===== config.mk =====
export PLATFORM = sky130hd
export DESIGN_NAME = move_queue
export DESIGN_NICKNAME = d
export VERILOG_FILES = /design/src/rtl/rbot_pkg.sv /design/src/rtl/move_fifo.sv /design/src/rtl/move_queue.sv
export SDC_FILE = /design/constraint.sdc
export NUM_CORES = 1
export LEC_CHECK = 0
export ABC_CLOCK_PERIOD_IN_PS = 3700
export CORE_ASPECT_RATIO = 1.2
export CORE_UTILIZATION = 40
export CTS_CLUSTER_DIAMETER = 50
export DETAILED_ROUTE_END_ITERATION = 16
export DONT_BUFFER_PORTS = 1
export HOLD_SLACK_MARGIN = 0.12
export SYNTH_ARGS = -nofsm -noshare
export SYNTH_HDL_FRONTEND = slang
export SYNTH_HIERARCHICAL = 1
export SYNTH_SLANG_ARGS = --single-unit

===== constraint.sdc =====
create_clock -name clock -period 3.7 [get_ports clock]
set_input_delay 0.555 -clock clock [delete_from_list [all_inputs] [get_ports clock]]
set_output_delay 0.555 -clock clock [all_outputs]
set_load 0.02 [all_outputs]

===== src/rtl/rbot_pkg.sv =====
// -----------------------------------------------------------------------------
// rbot_pkg
//   Shared definitions for the move dispatch path: move code width, the move
//   code set produced by the solver, the dispatcher state encoding and a
//   helper that tells a real move code from filler nibbles.
//   Build option: MOVE_SETTLE_EN (used by move_queue) enables the SETTLE state.
// -----------------------------------------------------------------------------
package rbot_pkg;

  localparam int MOVE_W = 4;

  // Codes 0 and 1 are padding inside a burst; 2..13 are face turns.
  typedef enum logic [MOVE_W-1:0] {
    MOVE_NONE = 4'd0,
    MOVE_NOP  = 4'd1,
    MOVE_R    = 4'd2,
    MOVE_RI   = 4'd3,
    MOVE_L    = 4'd4,
    MOVE_LI   = 4'd5,
    MOVE_U    = 4'd6,
    MOVE_UI   = 4'd7,
    MOVE_F    = 4'd8,
    MOVE_FI   = 4'd9,
    MOVE_B    = 4'd10,
    MOVE_BI   = 4'd11,
    MOVE_D    = 4'd12,
    MOVE_DI   = 4'd13
  } move_t;

  // Dispatcher state encoding (exposed on move_queue.dbg_state).
  localparam int         ST_W      = 3;
  localparam logic [2:0] ST_IDLE   = 3'd0;
  localparam logic [2:0] ST_ISSUE  = 3'd1;
  localparam logic [2:0] ST_WAIT   = 3'd2;
  localparam logic [2:0] ST_SETTLE = 3'd3;
  localparam logic [2:0] ST_DONE   = 3'd4;

  function automatic logic is_move(input logic [MOVE_W-1:0] nib);
    return (nib >= MOVE_R) && (nib <= MOVE_DI);
  endfunction

endpackage


===== src/rtl/move_fifo.sv =====
// -----------------------------------------------------------------------------
// move_fifo
//   Synchronous FIFO of DEPTH move codes. Head is read combinationally.
//   A push while full is accepted only when a pop happens on the same cycle.
//   Pointers carry one extra wrap bit to separate full from empty.
// Ports
//   clk, rst_n   clock, asynchronous active-low reset
//   i_clr        synchronous clear (empties the FIFO, wins over push/pop)
//   i_push       write i_data
//   i_pop        drop the head entry
//   i_data       move code to write
//   o_head       oldest entry
//   o_full       DEPTH entries stored
//   o_empty      no entries stored
// -----------------------------------------------------------------------------
module move_fifo
  import rbot_pkg::*;
#(
  parameter int DEPTH = 64
) (
  input  logic              clk,
  input  logic              rst_n,
  input  logic              i_clr,
  input  logic              i_push,
  input  logic              i_pop,
  input  logic [MOVE_W-1:0] i_data,
  output logic [MOVE_W-1:0] o_head,
  output logic              o_full,
  output logic              o_empty
);

  localparam int AW = $clog2(DEPTH);

  logic [MOVE_W-1:0] r_mem [DEPTH];
  logic [AW:0]       r_wr_ptr;
  logic [AW:0]       r_rd_ptr;
  logic              w_pop_ok;
  logic              w_push_ok;

  assign o_empty   = (r_wr_ptr == r_rd_ptr);
  assign o_full    = (r_wr_ptr[AW] != r_rd_ptr[AW]) &&
                     (r_wr_ptr[AW-1:0] == r_rd_ptr[AW-1:0]);
  assign w_pop_ok  = i_pop && !o_empty;
  assign w_push_ok = i_push && (!o_full || w_pop_ok);
  assign o_head    = r_mem[r_rd_ptr[AW-1:0]];

  // Storage needs no reset: an entry is only read after it was written.
  always_ff @(posedge clk) begin
    if (w_push_ok && !i_clr) begin
      r_mem[r_wr_ptr[AW-1:0]] <= i_data;
    end
  end

  always_ff @(posedge clk or negedge rst_n) begin
    if (!rst_n) begin
      r_wr_ptr <= '0;
      r_rd_ptr <= '0;
    end else if (i_clr) begin
      r_wr_ptr <= '0;
      r_rd_ptr <= '0;
    end else begin
      if (w_push_ok) r_wr_ptr <= r_wr_ptr + (AW+1)'(1);
      if (w_pop_ok)  r_rd_ptr <= r_rd_ptr + (AW+1)'(1);
    end
  end

endmodule


===== src/rtl/move_queue.sv =====
// -----------------------------------------------------------------------------
// move_queue
//   Buffers solver move bursts and hands them one at a time to move_to_step.
//   A burst is unpacked MSB nibble first, one nibble per cycle, into a FIFO
//   (padding codes 0/1 skipped). Once seq_complete has set the go flag the
//   dispatcher issues each move with a one-cycle move_start and waits for a
//   rising edge of move_done. When everything enqueued has completed and no
//   burst is being unpacked, seq_done pulses once and go clears.
//
//   Handshake (move_to_step): move_start is high for exactly one cycle while
//   next_move already holds the code; next_move stays stable until the next
//   issue. Completion is a 0->1 transition of move_done seen while waiting; a
//   level that was already high when the move was issued does not count.
//
// Build option
//   MOVE_SETTLE_EN : adds SETTLE state, an idle gap of SETTLE_CYCLES after
//                    each completed move, and the SETTLE_CYCLES parameter.
// Ports
//   clock, reset_n   25 MHz clock, asynchronous active-low reset
//   moves_in         packed burst (4*BURST_MOVES bits)
//   moves_valid      1-cycle pulse, latch moves_in
//   seq_complete     1-cycle pulse, planning finished
//   flush            synchronous clear of queue, counters, go, overflow
//   next_move        move code to the stepper
//   move_start       1-cycle issue pulse
//   move_done        completion level from move_to_step
//   num_moves        moves enqueued since reset/flush (saturating)
//   curr_step        moves completed since reset/flush (saturating)
//   seq_done         1-cycle pulse, all enqueued moves completed
//   overflow         sticky, a move or a burst was dropped
//   dbg_state        dispatcher state
// -----------------------------------------------------------------------------
module move_queue
  import rbot_pkg::*;
#(
  parameter int DEPTH       = 64,
  parameter int BURST_MOVES = 50
`ifdef MOVE_SETTLE_EN
  ,
  parameter int SETTLE_CYCLES = 250000
`endif
) (
  input  logic                     clock,
  input  logic                     reset_n,
  input  logic [4*BURST_MOVES-1:0] moves_in,
  input  logic                     moves_valid,
  input  logic                     seq_complete,
  input  logic                     flush,
  output logic [MOVE_W-1:0]        next_move,
  output logic                     move_start,
  input  logic                     move_done,
  output logic [7:0]               num_moves,
  output logic [7:0]               curr_step,
  output logic                     seq_done,
  output logic                     overflow,
  output logic [ST_W-1:0]          dbg_state
);

  localparam int BW    = 4 * BURST_MOVES;
  localparam int NIB_W = (BURST_MOVES > 1) ? $clog2(BURST_MOVES) : 1;

  // Unpacker
  logic [BW-1:0]       r_shift;
  logic                r_unpacking;
  logic [NIB_W-1:0]    r_nib_cnt;

  // Control / dispatcher
  logic                r_go;
  logic [ST_W-1:0]     r_state;
  logic [MOVE_W-1:0]   r_next_move;
  logic [7:0]          r_num_moves;
  logic [7:0]          r_curr_step;
  logic                r_overflow;
  logic                r_done_d;

  logic [MOVE_W-1:0]   w_nibble;
  logic [MOVE_W-1:0]   w_head;
  logic                w_push;
  logic                w_push_ok;
  logic                w_pop;
  logic                w_full;
  logic                w_empty;
  logic                w_done_rise;

  assign w_nibble    = r_shift[BW-1 -: MOVE_W];
  assign w_push      = r_unpacking && is_move(w_nibble);
  assign w_pop       = (r_state == ST_ISSUE);
  // Mirrors the FIFO's own acceptance rule so drops can be flagged here.
  assign w_push_ok   = w_push && (!w_full || w_pop);
  assign w_done_rise = move_done && !r_done_d;

  move_fifo #(
    .DEPTH (DEPTH)
  ) u_fifo (
    .clk     (clock),
    .rst_n   (reset_n),
    .i_clr   (flush),
    .i_push  (w_push),
    .i_pop   (w_pop),
    .i_data  (w_nibble),
    .o_head  (w_head),
    .o_full  (w_full),
    .o_empty (w_empty)
  );

  // ---------------------------------------------------------------------------
  // Unpacker: one nibble per cycle, BURST_MOVES cycles per burst.
  // ---------------------------------------------------------------------------
  always_ff @(posedge clock or negedge reset_n) begin
    if (!reset_n) begin
      r_shift     <= '0;
      r_unpacking <= 1'b0;
      r_nib_cnt   <= '0;
    end else if (flush) begin
      r_shift     <= '0;
      r_unpacking <= 1'b0;
      r_nib_cnt   <= '0;
    end else if (r_unpacking) begin
      r_shift   <= r_shift << MOVE_W;
      r_nib_cnt <= r_nib_cnt + NIB_W'(1);
      if (r_nib_cnt == NIB_W'(BURST_MOVES - 1)) begin
        r_unpacking <= 1'b0;
      end
    end else if (moves_valid) begin
      r_shift     <= moves_in;
      r_unpacking <= 1'b1;
      r_nib_cnt   <= '0;
    end
  end

  // Overflow and enqueue counter
  always_ff @(posedge clock or negedge reset_n) begin
    if (!reset_n) begin
      r_overflow  <= 1'b0;
      r_num_moves <= '0;
    end else if (flush) begin
      r_overflow  <= 1'b0;
      r_num_moves <= '0;
    end else begin
      if ((moves_valid && r_unpacking) || (w_push && !w_push_ok)) begin
        r_overflow <= 1'b1;
      end
      if (w_push_ok && (r_num_moves != 8'hFF)) begin
        r_num_moves <= r_num_moves + 8'd1;
      end
    end
  end

  // go flag: DONE clears it, so a seq_complete landing on DONE is ignored.
  always_ff @(posedge clock or negedge reset_n) begin
    if (!reset_n) begin
      r_go <= 1'b0;
    end else if (flush) begin
      r_go <= 1'b0;
    end else if (r_state == ST_DONE) begin
      r_go <= 1'b0;
    end else if (seq_complete) begin
      r_go <= 1'b1;
    end
  end

  // move_done history for edge detection, free running.
  always_ff @(posedge clock or negedge reset_n) begin
    if (!reset_n) begin
      r_done_d <= 1'b0;
    end else begin
      r_done_d <= move_done;
    end
  end

  // ---------------------------------------------------------------------------
  // Dispatcher FSM
  // ---------------------------------------------------------------------------
`ifdef MOVE_SETTLE_EN
  localparam int SET_W = (SETTLE_CYCLES > 2) ? $clog2(SETTLE_CYCLES) : 1;
  logic [SET_W-1:0] r_settle_cnt;

  always_ff @(posedge clock or negedge reset_n) begin
    if (!reset_n) begin
      r_settle_cnt <= '0;
    end else if (flush) begin
      r_settle_cnt <= '0;
    end else if ((r_state == ST_WAIT) && w_done_rise) begin
      r_settle_cnt <= SET_W'(SETTLE_CYCLES - 1);
    end else if ((r_state == ST_SETTLE) && (r_settle_cnt != '0)) begin
      r_settle_cnt <= r_settle_cnt - SET_W'(1);
    end
  end
`endif

  always_ff @(posedge clock or negedge reset_n) begin
    if (!reset_n) begin
      r_state     <= ST_IDLE;
      r_next_move <= MOVE_NONE;
      r_curr_step <= '0;
    end else if (flush) begin
      // Abandon any in-flight move without waiting for move_done.
      r_state     <= ST_IDLE;
      r_next_move <= MOVE_NONE;
      r_curr_step <= '0;
    end else begin
      case (r_state)
        ST_IDLE: begin
          // next_move is loaded on entry to ISSUE so it is already valid
          // during the move_start cycle.
          if (r_go && !w_empty) begin
            r_state     <= ST_ISSUE;
            r_next_move <= w_head;
          end else if (r_go && w_empty && !r_unpacking) begin
            r_state <= ST_DONE;
          end
        end
        ST_ISSUE: begin
          r_state <= ST_WAIT;
        end
        ST_WAIT: begin
          if (w_done_rise) begin
            if (r_curr_step != 8'hFF) r_curr_step <= r_curr_step + 8'd1;
`ifdef MOVE_SETTLE_EN
            r_state <= ST_SETTLE;
`else
            r_state <= ST_IDLE;
`endif
          end
        end
`ifdef MOVE_SETTLE_EN
        ST_SETTLE: begin
          if (r_settle_cnt == '0) r_state <= ST_IDLE;
        end
`endif
        ST_DONE: begin
          r_state <= ST_IDLE;
        end
        default: begin
          r_state <= ST_IDLE;
        end
      endcase
    end
  end

  assign next_move  = r_next_move;
  assign move_start = (r_state == ST_ISSUE);
  assign seq_done   = (r_state == ST_DONE);
  assign num_moves  = r_num_moves;
  assign curr_step  = r_curr_step;
  assign overflow   = r_overflow;
  assign dbg_state  = r_state;

endmodule


### Yosys cells after proc, flatten, opt, wreduce, memory -nomap -nowiden

Memories as Yosys holds them, arrays and structs flattened.
Cells that the tools add are included.

* add/subtract/negate cells: 5
* order comparisons: 2
* eq/ne operators: 11
* muxes and demuxes: 35
* reduce and logical (&&, ||, !) cells: 38

Operator list (count)
* $mux 200: 3
* $mux 8: 6
* $mux 7: 4
* $mux 6: 3
* $reduce_bool 2->1: 9
* $add 8x1->8 const B: 2
* $ne 8x8->1 const B: 2
* $add 7x1->7 const B: 2
* $logic_and 1x1->1: 14
* $mux 3: 4
* $mux 4: 3
* $mux 1: 11
* $pmux 3 s3: 1
* $eq 7x7->1: 1
* $add 6x1->6 const B: 1
* $eq 6x6->1: 1
* $eq 6x6->1 const B: 1
* $logic_not 1->1: 6
* $reduce_bool 3->1: 2
* $ge 4x2->1 const B: 1
* $le 4x4->1 const B: 1
* $ne 4x4->1 const B: 1
* $reduce_and 2->1: 2
* $eq 3x1->1 const B: 1
* 7 further kinds: 9

* bits in registers: 247
* RAM bits: 256
* input port bits: 206
* output and inout bits: 26
* memories: 1

Memories
* u_fifo.r_mem: depth 64, bits a word 4, rd ports 1, clocked after memory_dff 0, wr ports 1, line move_fifo.sv:34 `logic [MOVE_W-1:0] r_mem [DEPTH];`

### Longest topological paths before layout

Gate-level depths: netlist of run 1.

* depth in word-level cells: 10
* gate-level depth with buffers: 10

### Cells and area by module

Netlist of run 1, hierarchy kept.

Modules (own cells, without submodules)
* move_queue: times used 1, cells an instance 1266, area an instance 11653.7 um^2, sequential area each 5830.6 um^2
* move_fifo: times used 1, cells an instance 596, area an instance 10931.7 um^2, sequential area each 8037.7 um^2

### Worst setup path before layout of run 1

OpenSTA, ideal clock, no wires.

* path type: register -> register
* from: register r_shift[198]
* to: memory u_fifo.r_mem[29][0], enable pin
* library setup time: 0.330 ns
* arrival: 2.387 ns
* required time: 3.370 ns
* slack: 0.983 ns
* cell stages (with the launch flop): 7
* cells stage by stage: dfrtp_1 -> or3_2 -> and3_1 -> o31a_1 -> buf_6 -> nand3_1 -> nor2_1

* word-level cells in the longest chain between the ends: 7
* elaborated cells on any way between the ends: 8
* those cells by class: 2 x order compare; 2 x mux; 4 x reduce/logical

Ends and longest elaborated chain
* start, declared: line move_queue.sv:63 `logic [BW-1:0] r_shift;`
* start signal, assigned: line move_queue.sv:119 `r_shift <= r_shift << MOVE_W;`
* start signal, assigned: line move_queue.sv:125 `r_shift <= moves_in;`
* $ge 4x2->1 / $le 4x4->1 (equally long branches): line rbot_pkg.sv:39 `return (nib >= MOVE_R) && (nib <= MOVE_DI);`
* $logic_and 1x1->1 *: line rbot_pkg.sv:39
* $logic_and 1x1->1 *: line move_queue.sv:86 `assign w_push = r_unpacking && is_move(w_nibble);`
* net w_push: line move_queue.sv:78 `logic w_push;`
* $logic_and 1x1->1 *: line move_fifo.sv:44 `assign w_push_ok = i_push && (!o_full || w_pop_ok);`
* $logic_and 1x1->1 *: line move_fifo.sv:49 `if (w_push_ok && !i_clr) begin`
* $mux 1 *: line move_fifo.sv:49
* $mux 1 (implied by the code) *: line move_fifo.sv:50 `r_mem[r_wr_ptr[AW-1:0]] <= i_data;`
* end, declared: line move_fifo.sv:34

Mark *: on every way through the listed nets, which the timed path passes. The rest lies on a longest branch.

### Final worst setup path of run 1

* from: register u_fifo.r_rd_ptr[4]
* to: memory u_fifo.r_mem[44][3], enable pin

* word-level cells in the longest chain between the ends: 8
* elaborated cells on any way between the ends: 11
* those cells by class: 2 x eq/ne; 2 x mux; 7 x reduce/logical

Ends and longest elaborated chain
* start, declared: line move_fifo.sv:36 `logic [AW:0] r_rd_ptr;`
* start signal, assigned: line move_fifo.sv:63 `if (w_pop_ok) r_rd_ptr <= r_rd_ptr + (AW+1)'(1);`
* $eq 7x7->1 / $eq 6x6->1 (equally long branches): line move_fifo.sv:40, move_fifo.sv:42
* $logic_not 1->1 / $logic_and 1x1->1 (equally long branches): line move_fifo.sv:43, move_fifo.sv:41
* $logic_and 1x1->1 / $logic_not 1->1 (equally long branches): line move_fifo.sv:43, move_fifo.sv:44
* $logic_or 1x1->1 *: line move_fifo.sv:44
* $logic_and 1x1->1 *: line move_fifo.sv:44
* $logic_and 1x1->1 *: line move_fifo.sv:49
* $mux 1 *: line move_fifo.sv:49
* $mux 1 (implied by the code) *: line move_fifo.sv:50

Every way passes the cells marked *; elsewhere a longest branch is shown, timed or not.

==> impl_metrics.tcl, run 1 <==
set metrics [dict create \
    synth_top_family_by_area "multiplexers" \
    synthFlopType "edfxtp_1" \
    gp_congestion 0.843 \
    cts_tree "done" \
    fmax_ghz 0.343 \
    cts.repair.resized 0 \
    grt_overflow_total 0 \
    ys_seq_area_frac 0.614 \
    worstPathRequired_ns 3.96 \
    worstHoldPathType "primary input to async pin" \
    setup_slack_ns 0.783 \
    syn-cell-area_mm2 0.0226 \
    io_pins 232 \
    status "finished with violations" \
    violations "hold timing" \
    synth-xor-area-share 0.00543 \
    clock_power_share 0.461 \
    cts_setup_buffers 0 \
    p_leak_nw 9.93 \
    final_layout_size_suffix_gt1_frac 0.104 \
    clk_latency_ns 0.60 \
    setup_viol 0 \
    p_seq_frac 0.490 \
    arrival_ns 3.18 \
    regToRegSetupSlack_ns 0.78 \
    io_buffers 0 \
    p_comb_frac 0.049 \
    clkTransAtPathRegs_ns 0.06 \
    synth_mux_area_frac 0.160 \
    syn-num-nets 2074 \
    min_period_ns 2.92 \
    power_mw 12.5 \
    hold_buffers 7 \
    layout.nets 2023 \
    die_w_um 219 \
    fillers 5070 \
    wl_per_cell_um 21.1 \
    die_area_mm2 0.0574 \
    via_count 14100 \
    critPathKind "flop to flop" \
    core-area_mm2 0.0559 \
    clockBufferDepth 3 \
    synth_cells 1862 \
    grt_pass1_wl_um 82000 \
    cap_violations 0 \
    power_density_mw_per_mm2 500 \
    drc 0 \
    yosysWarnings 6 \
    hold_viol_final 247 \
    antenna_found_initial 3 \
    cts-htree-levels 2 \
    grt_pass1_vias 13700 \
    async_reset_ff_frac 0.491 \
    synth_compound_area_frac 0.0670 \
    placed_cell_area_mm2 0.0231 \
    dp_hpwl_um 33000 \
    peakVddDrop_mv 0.376 \
    grt_use_total 0.187 \
    maxSlewViolCount 0 \
    skew_ns 0.0182 \
    initial_core_util 0.404 \
    clock-sinks 503 \
    ys_ff_latch 503 \
    p_int_mw 9.83 \
    rsz0062_at_grt "false" \
    viasPerCell 5.43 \
    hold-worst-slack_ns -0.352 \
    drt_iter0_drc 1307 \
    routed_wl_um 54500 \
    fin_area_mm2 0.0251 \
    synth_edf_count 256 \
    dp_slack_ns 0.764 \
    ant_nets 0 \
    tns_ns 0 \
    relSlewSlack 0.316 \
    synth_fa_ha_area_frac 0.00332 \
    multiInputGateArea_mm2 0.00807 \
    switching_power_mw 2.71 \
    grt_max_degree 251 \
    root_buffer "clkbuf_16" \
    synth-simple-area-share 0.121 \
    syn_to_final_growth_pct 11.1 \
    end_kind "flop" \
    dr.pass1.iters 5 \
    layout.area.seq_mm2 0.0139 \
    yosysUniqueCellTypes 64 \
    avgSynthCellArea_um2 12.1 \
    critPathMaxFanout 17 \
    fin_crit_sh 0.788 \
    cts_inserted_buffers 53 \
    critPathLaunchType "flop" \
    swShare 0.216 \
    tightest_slew_ns 1.03 \
    die_h_um 262 \
    rows 95 \
]
==> per-layer routing <==
layer / global-route usage / wire (um) / vias up
met1: 0.240 / 22600 / 6961
met3: 0.0403 / 3430 / 81
met4: 0.0709 / 1570 / 0
met2: 0.310 / 26900 / 396
li1: - / - / 6612
met5: 0 / 0 / -
==> cells in the final DEF, fill, tap and decap left out, types with 8 or more instances in the layout <==
cell	n
buf_4	17
a21oi_1	211
a22oi_1	10
nor2b_1	18
nor2_1	499
clkbuf_16	55
nor3_1	17
mux4_2	64
nand3_1	19
mux2i_1	208
o22ai_1	12
inv_1	12
clkbuf_1	9
edfxtp_1	256
nand2b_1	8
nand4_1	14
xnor2_1	8
dfrtp_1	240
bufinv_16	10
nand2_1	26
==> power groups by stage <==
| stage | logic [mW] | clock network (mW) | registers, mW |
|---|---|---|---|
| 2_1_floorplan | 0.562 | 0 | 6.23 |
| 3_3_place_gp | 0.572 | 0 | 6.25 |
| 3_5_place_dp | 0.583 | 0 | 6.26 |
| 4_1_cts | 0.621 | 5.91 | 6.15 |
| 5_1_grt | 0.700 | 6.08 | 6.16 |
| 6_report | 0.615 | 5.78 | 6.14 |
==> layout make-up <==
type                       count  area share
timing repair buffer          26      0.0106
antenna                        3    0.000299
multi-input combinational   1215       0.321
sequential                   503       0.553
clock buffer                  69      0.0589
tap                          727      0.0362
inverter                      12     0.00179
clock inverter                31      0.0175
==> synthesized netlist by cell type (3+ instances only) <==
cell type / count / area share
mux2i_1: 208 / 0.092
o31ai_1: 6 / 0.0020
nand2b_1: 8 / 0.0022
nand2_1: 26 / 0.0043
a22oi_1: 10 / 0.0033
or4_1: 6 / 0.0020
buf_1: 7 / 0.0012
buf_6: 4 / 0.0020
and3_1: 7 / 0.0019
mux4_2: 64 / 0.064
ha_1: 6 / 0.0033
buf_2: 30 / 0.0066
o41ai_1: 5 / 0.0019
nor3b_1: 7 / 0.0023
nor2b_1: 18 / 0.0050
nand3b_1: 4 / 0.0013
buf_4: 5 / 0.0017
nand3_1: 19 / 0.0042
o21ai_0: 3 / 0.00066
clkbuf_1: 82 / 0.014
xor2_1: 6 / 0.0023
nor3_1: 17 / 0.0038
a211oi_1: 7 / 0.0023
o22ai_1: 12 / 0.0033
nor4b_1: 3 / 0.0012
a21oi_1: 211 / 0.047
dfrtp_1: 247 / 0.27
inv_1: 12 / 0.0020
nand4_1: 14 / 0.0039
mux2_2: 7 / 0.0035
edfxtp_1: 256 / 0.34
a31oi_1: 3 / 0.00083
xnor2_1: 8 / 0.0031
nor2_1: 499 / 0.083
==> state kept, by name (all words and copies together), names as in the netlist <==
name	flops
u_fifo/r_rd_ptr	7
overflow	1
r_done_d	1
u_fifo/r_wr_ptr	7
next_move	4
dbg_state	3
curr_step	8
r_shift	200
u_fifo/r_mem	256
r_go	1
r_nib_cnt	6
num_moves	8
r_unpacking	1
==> through the flow <==
stage	instances	util
5_1_grt	2586	0.449
3_5_place_dp	2476	0.413
3_3_place_gp	2476	0.413
2_1_floorplan	1862	-
6_report	2586	0.449
4_1_cts	2583	0.449
==> worst max-delay path, stage by stage (launching register included) <==
cell	delay, ns
dfrtp_1	0.70
xnor2_1	0.16
nand4_1	0.23
o31a_1	0.36
buf_4	0.24
nand4b_2	0.41
nor2_1	0.48
==> kinds of logic after synthesis <==
logic type / Yosys count
flip-flops: 503
adder cells (fa/ha/maj): 6
multiplexers: 280
AO/OA/AOI/OAI: 272
XOR/XNOR: 14
buffers and inverters: 144
AND/OR/NAND/NOR: 643
==> final timing paths <==
kind	endpoint	depth (start not counted)	start
min reg2reg	r_shift[18]	2	r_shift[14]
min in group clock	r_shift[0]	2	moves_in[0]
min	r_shift[127]	0	reset_n
max reg2reg	u_fifo/r_mem[44][3]	6	u_fifo/r_rd_ptr[4]
max in group asynchronous	r_shift[56]	0	reset_n
max	u_fifo/r_mem[44][3]	6	u_fifo/r_rd_ptr[4]
Power figures use the tool's default switching activity.
==> run 2: changes to the inputs <==
Settings changed: ABC_CLOCK_PERIOD_IN_PS 3700 to 2950.
Clock period 3.7 ns to 2.95 ns, I/O delays scaled along.
==> run 2 against run 1 <==
Effect of this change:
- register-to-register slack worse by 0.66 ns
- core utilization up 3.5 points
- sequential share of layout area down 4.0 points
- worst setup slack worse by 0.66 ns
- power up 21%
- combinational power up 67%
- count of clock-buffer cells in the layout down 5
- the flow still finishes with violations (hold timing)
- critical path depth up 2
- maximum frequency up 3.2%
- first-iteration DRC count up 16%
==> impl_metrics.tcl, run 2 (synthesized netlist as in run 1, its figures left out) <==
set metrics [dict create \
    setup_viol 0 \
    die_area_mm2 0.0574 \
    mostFrequentLayoutCell "nor2_1" \
    cts_tree "done" \
    ant_nets 0 \
    drc 0 \
    viasPerCell 5.36 \
    status "finished with violations" \
    via_count 15000 \
    grt_pass1_wl_um 86100 \
    io_buffers 0 \
    initial_core_util 0.404 \
    hold-worst-slack_ns -0.461 \
    dp_slack_ns 0.320 \
    critPathLaunchType "flop" \
    grt_overflow_total 0 \
    min_period_ns 2.83 \
    final_layout_size_suffix_gt1_frac 0.0983 \
    root_buffer "clkbuf_16" \
    rows 95 \
    layout.nets 2244 \
    gp_congestion 0.832 \
    critPathMaxFanout 12 \
    regToRegSetupSlack_ns 0.12 \
    cts-htree-levels 2 \
    fmax_ghz 0.354 \
    relSlewSlack 0.348 \
    power_density_mw_per_mm2 559 \
    final_cells 2806 \
    grt_max_degree 248 \
    layout_common_cells "499 x nor2_1, 256 x edfxtp_1, 240 x dfrtp_1" \
    clock-sinks 503 \
    fin_crit_sh 0.958 \
    clk_latency_ns 0.61 \
    peakVddDrop_mv 0.430 \
    tightest_slew_ns 0.978 \
    largest_reg_flops 256 \
    antenna_found_initial 4 \
    power_mw 15.1 \
    cap_violations 0 \
    routed_wl_um 56600 \
    grt_pass1_vias 14900 \
    dp_hpwl_um 34500 \
    io_pins 232 \
    fin_area_mm2 0.0271 \
    placed_cell_area_mm2 0.0232 \
    grt_use_total 0.195 \
    hold_buffers 212 \
    placedCellCount 2493 \
    die_w_um 219 \
    die_h_um 262 \
    critPathKind "flop to flop" \
    clockBufferDepth 3 \
    wl_per_cell_um 20.2 \
    clkTransAtPathRegs_ns 0.06 \
    arrival_ns 3.36 \
    core-area_mm2 0.0559 \
    dr.pass1.iters 6 \
    skew_ns 0.0224 \
    worstHoldPathType "primary input to async pin" \
    hold_viol_final 247 \
    maxSlewViolCount 0 \
    worstPathRequired_ns 3.49 \
    syn_to_final_growth_pct 19.8 \
    tns_ns 0 \
    end_kind "flop" \
    p_leak_nw 11.0 \
    drt_iter0_drc 1511 \
    violations "hold timing" \
    setup_slack_ns 0.124 \
    rsz0062_at_grt "false" \
    cts_inserted_buffers 52 \
]
run 2: cell count changes in the layout (fill, tap and decap cells not counted), sizes merged, moves of 2 or more:
cell         before  now
dlygate4sd3       5  211
buf              21   37
bufinv           10    3
clkbuf           69   64
inv              14   18
clkinv           17   20
clkinvlp          2    4
run 2: critical path, stage by stage (launching register included):
cell           delay, ns
dfrtp_4             0.58
xnor2_1             0.16
nand4_1             0.23
nor3b_1             0.09
inv_1               0.13
o2111ai_4           0.26
or4_1               0.58
a21oi_1             0.17
dlygate4sd3_1       0.56
run 2: routing by layer:
| metal | share of wire | vias up | global-route usage |
|---|---|---|---|
| li1 | - | 7057 | - |
| met1 | 0.41 | 7463 | 0.248 |
| met2 | 0.50 | 418 | 0.329 |
| met3 | 0.062 | 95 | 0.0409 |
| met4 | 0.028 | 0 | 0.0648 |
| met5 | 0 | - | 0 |
run 2: through the flow:
stage          utilization  hold WS (ns)
3_5_place_dp         0.416         0.154
3_3_place_gp         0.416         0.153
2_1_floorplan            -         0.147
5_1_grt              0.484        -0.493
6_report             0.484        -0.461
4_1_cts              0.484        -0.498
run 2: final timing paths:
| path | start | to | cells after the start |
|---|---|---|---|
| max | u_fifo/r_rd_ptr[0] | num_moves[6] | 8 |
| min | reset_n | r_shift[148] | 0 |
| max reg2reg | u_fifo/r_rd_ptr[0] | num_moves[6] | 8 |
| min reg2reg | r_shift[70] | r_shift[74] | 2 |
| max in group asynchronous | reset_n | r_shift[60] | 0 |
| min in group clock | moves_valid | r_shift[174] | 4 |
run 2: what timing repair did:
action | in CTS | in global routing
resized for setup | 0 | 1
setup buffers | 0 | 0
endpoints found under the hold margin | 485 | 247
endpoints found under the setup margin | 0 | 4
run 2: area by class of cell:
| class | count | area [um2] |
|---|---|---|
| tap | 727 | 910 |
| timing repair buffer | 248 | 2470 |
| clock inverter | 33 | 269 |
| multi-input combinational | 1215 | 8080 |
| sequential | 503 | 13900 |
| clock buffer | 64 | 1390 |
| fill | 4930 | 28800 |
| inverter | 12 | 45.0 |
| antenna | 4 | 10.0 |
run 2: report_power, final:
| group | internal (mW) | switching, mW | total, mW |
|---|---|---|---|
| clock network | 3.63 | 2.77 | 6.40 |
| registers | 7.57 | 0.131 | 7.70 |
| logic | 0.509 | 0.521 | 1.03 |
